<file path="src/rtl/reg_file_multiport_sb_pkg.sv">
// Shared defaults and port bundles for the multiport register file.
// Holds parameter constants and the decode/writeback-facing structs.
package PkgRegisterFileMp;

  localparam int RF_NUM_REGS  = 16;
  localparam int RF_DATA_W    = 32;
  localparam int RF_NUM_RD    = 3;
  localparam int RF_NUM_WR    = 2;
  localparam int RF_SEL_W     = $clog2(RF_NUM_REGS);

  typedef logic [RF_SEL_W-1:0]  rf_sel_t;
  typedef logic [RF_DATA_W-1:0] rf_data_t;

  typedef struct packed {
    logic     en;
    rf_sel_t  sel;
    rf_data_t data;
  } WrPort_RegFileMp;

  typedef struct packed {
    rf_sel_t         [RF_NUM_RD-1:0] rd_sel;
    WrPort_RegFileMp [RF_NUM_WR-1:0] wr;
    logic                            lock_en;
    rf_sel_t                         lock_sel;
  } PortIn_RegFileMp;

  typedef struct packed {
    rf_data_t [RF_NUM_RD-1:0] rd_data;
    logic     [RF_NUM_RD-1:0] rd_busy;
    logic                     any_busy;
  } PortOut_RegFileMp;

endpackage

</file>
<file path="src/rtl/reg_file_multiport_sb_scoreboard.sv">
// Pending-write scoreboard: one busy bit per register.
// Ports: clk/rst_n, wr_en_i/wr_sel_i (unlock), lock_en_i/lock_sel_i, busy_o, any_busy_o.
module reg_file_scoreboard
  import PkgRegisterFileMp::*;
#(
  parameter int NUM_REGS        = RF_NUM_REGS,
  parameter int NUM_WRITE_PORTS = RF_NUM_WR,
  parameter int SEL_WIDTH       = $clog2(NUM_REGS)
) (
  input  logic                                      clk,
  input  logic                                      rst_n,
  input  logic [NUM_WRITE_PORTS-1:0]                wr_en_i,
  input  logic [NUM_WRITE_PORTS-1:0][SEL_WIDTH-1:0] wr_sel_i,
  input  logic                                      lock_en_i,
  input  logic [SEL_WIDTH-1:0]                      lock_sel_i,
  output logic [NUM_REGS-1:0]                       busy_o,
  output logic                                      any_busy_o
);

  logic [NUM_REGS-1:0] sb_q;
  logic [NUM_REGS-1:0] sb_d;

  // Unlocks first, then the lock: a new producer issued on the
  // same edge as the old one retiring keeps the register busy.
  always_comb begin
    sb_d = sb_q;
    for (int p = 0; p < NUM_WRITE_PORTS; p++) begin
      if (wr_en_i[p] && (wr_sel_i[p] != '0)) begin
        sb_d[wr_sel_i[p]] = 1'b0;
      end
    end
    if (lock_en_i && (lock_sel_i != '0)) begin
      sb_d[lock_sel_i] = 1'b1;
    end
    sb_d[0] = 1'b0;
  end

  always_ff @(posedge clk or negedge rst_n) begin
    if (!rst_n) begin
      sb_q <= '0;
    end else begin
      sb_q <= sb_d;
    end
  end

  assign busy_o     = sb_q;
  assign any_busy_o = |sb_q;

endmodule

</file>
<file path="src/rtl/reg_file_multiport_sb.sv">
// Frost32 multiport register file with pending-write scoreboard.
// Ports: rd_sel/rd_data/rd_busy (decode), wr_en/wr_sel/wr_data
// (writeback), lock_en/lock_sel (issue), any_busy.
// Option: FROST32_REG_FILE_WR_BYPASS_EN forwards same-cycle writes to reads.
module reg_file_multiport_sb
  import PkgRegisterFileMp::*;
#(
  parameter int NUM_REGS        = RF_NUM_REGS,
  parameter int DATA_WIDTH      = RF_DATA_W,
  parameter int NUM_READ_PORTS  = RF_NUM_RD,
  parameter int NUM_WRITE_PORTS = RF_NUM_WR,
  localparam int SEL_WIDTH      = $clog2(NUM_REGS)
) (
  input  logic                                       clk,
  input  logic                                       rst_n,
  input  logic [NUM_READ_PORTS-1:0][SEL_WIDTH-1:0]   rd_sel,
  output logic [NUM_READ_PORTS-1:0][DATA_WIDTH-1:0]  rd_data,
  output logic [NUM_READ_PORTS-1:0]                  rd_busy,
  input  logic [NUM_WRITE_PORTS-1:0]                 wr_en,
  input  logic [NUM_WRITE_PORTS-1:0][SEL_WIDTH-1:0]  wr_sel,
  input  logic [NUM_WRITE_PORTS-1:0][DATA_WIDTH-1:0] wr_data,
  input  logic                                       lock_en,
  input  logic [SEL_WIDTH-1:0]                       lock_sel,
  output logic                                       any_busy
);

  logic [NUM_REGS-1:0][DATA_WIDTH-1:0] regs_q;
  logic [NUM_REGS-1:0][DATA_WIDTH-1:0] regs_d;
  logic [NUM_REGS-1:0]                 busy;

  reg_file_scoreboard #(
    .NUM_REGS        (NUM_REGS),
    .NUM_WRITE_PORTS (NUM_WRITE_PORTS),
    .SEL_WIDTH       (SEL_WIDTH)
  ) u_sb (
    .clk        (clk),
    .rst_n      (rst_n),
    .wr_en_i    (wr_en),
    .wr_sel_i   (wr_sel),
    .lock_en_i  (lock_en),
    .lock_sel_i (lock_sel),
    .busy_o     (busy),
    .any_busy_o (any_busy)
  );

  // Ascending port order: the highest enabled port wins a collision.
  always_comb begin
    regs_d = regs_q;
    for (int p = 0; p < NUM_WRITE_PORTS; p++) begin
      if (wr_en[p] && (wr_sel[p] != '0)) begin
        regs_d[wr_sel[p]] = wr_data[p];
      end
    end
    regs_d[0] = '0;
  end

  always_ff @(posedge clk or negedge rst_n) begin
    if (!rst_n) begin
      regs_q <= '0;
    end else begin
      regs_q <= regs_d;
    end
  end

  always_comb begin
    rd_data = '0;
    rd_busy = '0;
    for (int i = 0; i < NUM_READ_PORTS; i++) begin
      rd_data[i] = regs_q[rd_sel[i]];
      rd_busy[i] = busy[rd_sel[i]];
`ifdef FROST32_REG_FILE_WR_BYPASS_EN
      // Reset gates forwarding so reads stay 0 while it is held.
      for (int p = 0; p < NUM_WRITE_PORTS; p++) begin
        if (rst_n && wr_en[p] && (wr_sel[p] != '0)
            && (wr_sel[p] == rd_sel[i])) begin
          rd_data[i] = wr_data[p];
          rd_busy[i] = 1'b0;
        end
      end
`endif
    end
  end

endmodule

</file>
<file path="config.mk">
export PLATFORM = sky130hd
export DESIGN_NAME = reg_file_multiport_sb
export DESIGN_NICKNAME = d
export VERILOG_FILES = /design/src/rtl/reg_file_multiport_sb_pkg.sv /design/src/rtl/reg_file_multiport_sb_scoreboard.sv /design/src/rtl/reg_file_multiport_sb.sv
export SDC_FILE = /design/constraint.sdc
export NUM_CORES = 2
export LEC_CHECK = 0
export ABC_CLOCK_PERIOD_IN_PS = 2300
export BUFFER_PORTS_ARGS = -buffer_cell sky130_fd_sc_hd__buf_4
export CAP_MARGIN = 0
export CORE_ASPECT_RATIO = 0.8
export CORE_MARGIN = 10
export CORE_UTILIZATION = 63
export CTS_BUF_LIST = sky130_fd_sc_hd__clkbuf_16
export CTS_CLUSTER_DIAMETER = 200
export DETAILED_ROUTE_END_ITERATION = 8
export PLACE_DENSITY = 0.82
export REMOVE_ABC_BUFFERS = 1
export SLEW_MARGIN = 20
export SYNTH_ARGS = -nofsm -noshare
export SYNTH_HDL_FRONTEND = slang
export SYNTH_SLANG_ARGS = --single-unit
export TNS_END_PERCENT = 5
</file>
<file path="constraint.sdc">
create_clock -name clk -period 2.3 [get_ports clk]
set_input_delay 0.115 -clock clk [delete_from_list [all_inputs] [get_ports clk]]
set_output_delay 0.115 -clock clk [all_outputs]
set_load 0.01 [all_outputs]
</file>
==> reports/summary.log <==
[grt] global-route congestion overflow total 0
[placement] cell total after placement 3925
[pwr] Static Leak 17.13 nW
[grt] maximum number of pins on one net before global-route repair 76
[finish] number of fill cells in the layout 3394
[clocking] CTS tree built
[routing] starting DRC count in detailed routing 6034
[die] starting density of the core 0.6407
[worst_setup_path] delay of the slowest cell on the worst path 590 ps
[routing] total wirelength of the detailed-routed design 132500 µm
[grt] vias in the first global route 32380
[die] height of the die 229.8 µm
[worst_setup_path] highest-delay cell along the critical path mux4_2
[clocking] clock transition at the register clock pins on the worst setup and hold paths after CTS 60 ps
[placement] pre-CTS setup slack 247.1 ps
[worst_setup_path] reg-to-reg setup timing slack 890 ps
[routing] remaining antenna violation count after routing 0
[synth] top cell type by total area after synthesis dfrtp_1
[placement] port bufs 192
[placement] half-perimeter wire length after placement 78370 µm
[synth] top-count cell post-synth mux2i_1
[job] max capacitance violation total 0
[worst_hold_path] type of the worst min-delay path primary input to async pin
[worst_setup_path] critical path class flip-flop to output pin
[clocking] clock insertion delay at the later pin of the skew report 630 ps
[clocking] maximum count of clock buffers along a single path 3
[sta] fin crit period 2426 ps
[finish] Final Instance Count excl. Fillers 4144
[worst_setup_path] Crit path arrival time 2310 ps
[grt] global router's overall resource usage 0.3977
[routing] via count 31930
[synth] Yosys warning count 0
[synth] number of instances in the synthesized netlist 3242
[synth] area share of the largest cell type after synthesis 0.3573
[routing] WL per Instance 31.99 µm
[grt] wire length of the first global-routing pass 196500 µm
[finish] area grow syn2layout 17.62%
[routing] post-DR vias/cell 7.705
[sta] Least-Margin Pin Slew 901.8 ps
[worst_setup_path] Max FO, Critical Path 4
[grt] initial antenna violation count 3
[pwr] VDD IR-drop max 0.7421 mV
[sta] count of final hold-check violations 0
[synth] library cells used by synthesis 40
[die] width of the chip 282.3 µm
[clocking] number of H-tree levels 2
[routing] remaining design rule violation count 0
[clocking] clock sink count 495
[worst_setup_path] required time worst endpoint 2180 ps
[worst_setup_path] kind of start point of the critical path flip-flop
[sta] Max Fclk 412.3 MHz
[sta] clk_skew 0 ps
[placement] routability-driven placement congestion ratio 0.9323
[sta] count of endpoints failing setup in the final report 28
[synth] post-synthesis cell area 34670 µm²
[synth] primary flip-flop cell chosen by synthesis mapping dfrtp_1
[pwr] cell area power density 818.0 nW/µm²
[synth] number of storage elements in the synthesis netlist 495
[pwr] overall power 33.35 mW
[sta] unrepaired setup endpoints after global routing yes
[synth] cells taking the most area after synthesis dfrtp_1, mux2i_1, mux4_2, a21oi_1, nor2_1
[routing] drt pass-1 iters 9
[status] failing checks setup timing
[worst_setup_path] crit path cell chain mux4_2 -> mux4_2 -> buf_6
[sta] max-slew violation count 0
[clocking] Num CTS Buffers 53
[synth] average cell area after synthesis 10.69 µm²
[die] I/O pin count 193
[finish] Final Net Count 3493
[synth] Async S/R FF share, synth 1.000
[sta] final total negative setup slack -1050 ps
[worst_setup_path] cell repeated most along the worst path mux4_2
[synth] sequential area share after synthesis 0.3573
[sta] worst path setup slack after routing -125.6 ps
[finish] fraction of layout instances using a drive strength above 1 0.2416
[die] Cell Rows 76
[die] Die Footprint 64870 µm²
[finish] core utilization of the finished layout 0.7536
[synth] number of synthesized flops with an enable pin 0
[clocking] cell at the root of the clock tree clkbuf_16
[sta] worst slew slack as a fraction of its limit 0.3988
[sta] ratio of final minimum period to clock period 1.055
[die] area of the core 54110 µm²
[synth] top cell types by occurrence after synthesis mux2i_1, dfrtp_1, a21oi_1
[worst_setup_path] type of element capturing the critical path output pin
[status] outcome finished, violations left
per-stage QoR:
stage | instance area (µm²) | hold WS (ps)
floorplan | 32990 | -180.6
global placement | 37700 | 80.01
detailed placement | 37700 | 85.38
CTS | 40570 | 15.07
global route | 40770 | 33.47
finish | 40770 | 15.01
routing by layer:
layer | track usage | part of all wire | up-vias
li1 | - | - | 12500
met2 | 0.5719 | 0.43 | 3334
met4 | 0.2590 | 0.074 | 6
met5 | 0 | 0.00029 | -
met1 | 0.5024 | 0.34 | 15250
met3 | 0.1421 | 0.16 | 841
registers in the layout (all words and copies together) (netlist names):
signal / count
u_sb.busy_o: 15
regs_q: 480
power breakdown:
| part | total [mW] | switching, mW | internal (mW) | leakage, nW |
|---|---|---|---|---|
| sequential | 13.5 | 2.58 | 10.9 | 5.81 |
| clock | 8.62 | 3.86 | 4.75 | 0.859 |
| combinational | 11.2 | 5.00 | 6.20 | 10.5 |
| total | 33.4 | 11.4 | 21.9 | 17.1 |
final cells by class:
| type | count | area [µm²] | area share |
|---|---|---|---|
| Multi-Input combinational cell | 2366 | 20820 | 0.5107 |
| Antenna cell | 2 | 5.005 | 0.0001227 |
| Clock buffer | 55 | 1376 | 0.03376 |
| Clock inverter | 40 | 297.8 | 0.007304 |
| Sequential cell | 495 | 12390 | 0.3038 |
| Inverter | 10 | 37.54 | 0.0009206 |
| Tap cell | 702 | 878.3 | 0.02154 |
| Timing Repair Buffer | 474 | 4969 | 0.1219 |
cells by family after synthesis:
family | count (synthesis) | share of synthesized area
DFF | 495 | 0.3573
AOI/OAI and AO/OA | 771 | 0.1334
muxes | 998 | 0.3906
buffers and inverters | 381 | 0.04945
and+or+nand+nor | 597 | 0.06923
worst paths after layout:
| check | from | to | depth (start not counted) |
|---|---|---|---|
| hold reg to reg | u_sb.busy_o[3] | u_sb.busy_o[3] | 1 |
| hold / removal | rst_n | regs_q[415] | 2 |
| min in group clk | wr_sel[5] | u_sb.busy_o[12] | 4 |
| setup / recovery | regs_q[504] | rd_data[88] | 3 |
| max in group asynchronous | rst_n | regs_q[424] | 4 |
| setup reg to reg | regs_q[395] | regs_q[395] | 3 |
worst max-delay path, delay by kind of cell, from the launching register on:
kind / cells / cell delay (ps)
buffers and inverters: 1 / 170
muxes: 2 / 1090
DFF: 1 / 420
repair_timing:
action                                  CTS  global route
hold buffers                            104             0
hold endpoints to repair                845             0
setup buffers                             6            12
pin swaps                                 0             3
resized for setup                        27            25
endpoints found under the setup margin   24            49
cells in the final DEF (no fill, tap or decap), types with 6 or more instances in the layout:
master | Yosys | routed
nand3_1 | 9 | 6
a221oi_2 | 0 | 7
clkinv_2 | 0 | 15
a31oi_1 | 6 | 6
buf_6 | 17 | 39
o21ai_1 | 181 | 181
dlygate4sd3_1 | 0 | 104
mux4_2 | 274 | 274
nor2_4 | 0 | 9
inv_1 | 5 | 15
buf_4 | 13 | 249
clkbuf_16 | 0 | 55
nor2_1 | 371 | 362
nand2_2 | 0 | 8
a221o_1 | 52 | 52
a221oi_1 | 68 | 61
dfrtp_1 | 495 | 494
mux2_2 | 52 | 52
nand2_1 | 163 | 155
mux2i_1 | 626 | 626
a22o_1 | 47 | 44
o21ai_0 | 9 | 9
buf_12 | 0 | 78
a21oi_1 | 390 | 387
o22a_1 | 6 | 6
clkinv_1 | 5 | 9
mux2_1 | 46 | 46
nand2b_1 | 16 | 12
Power figures use the tool's default switching activity.
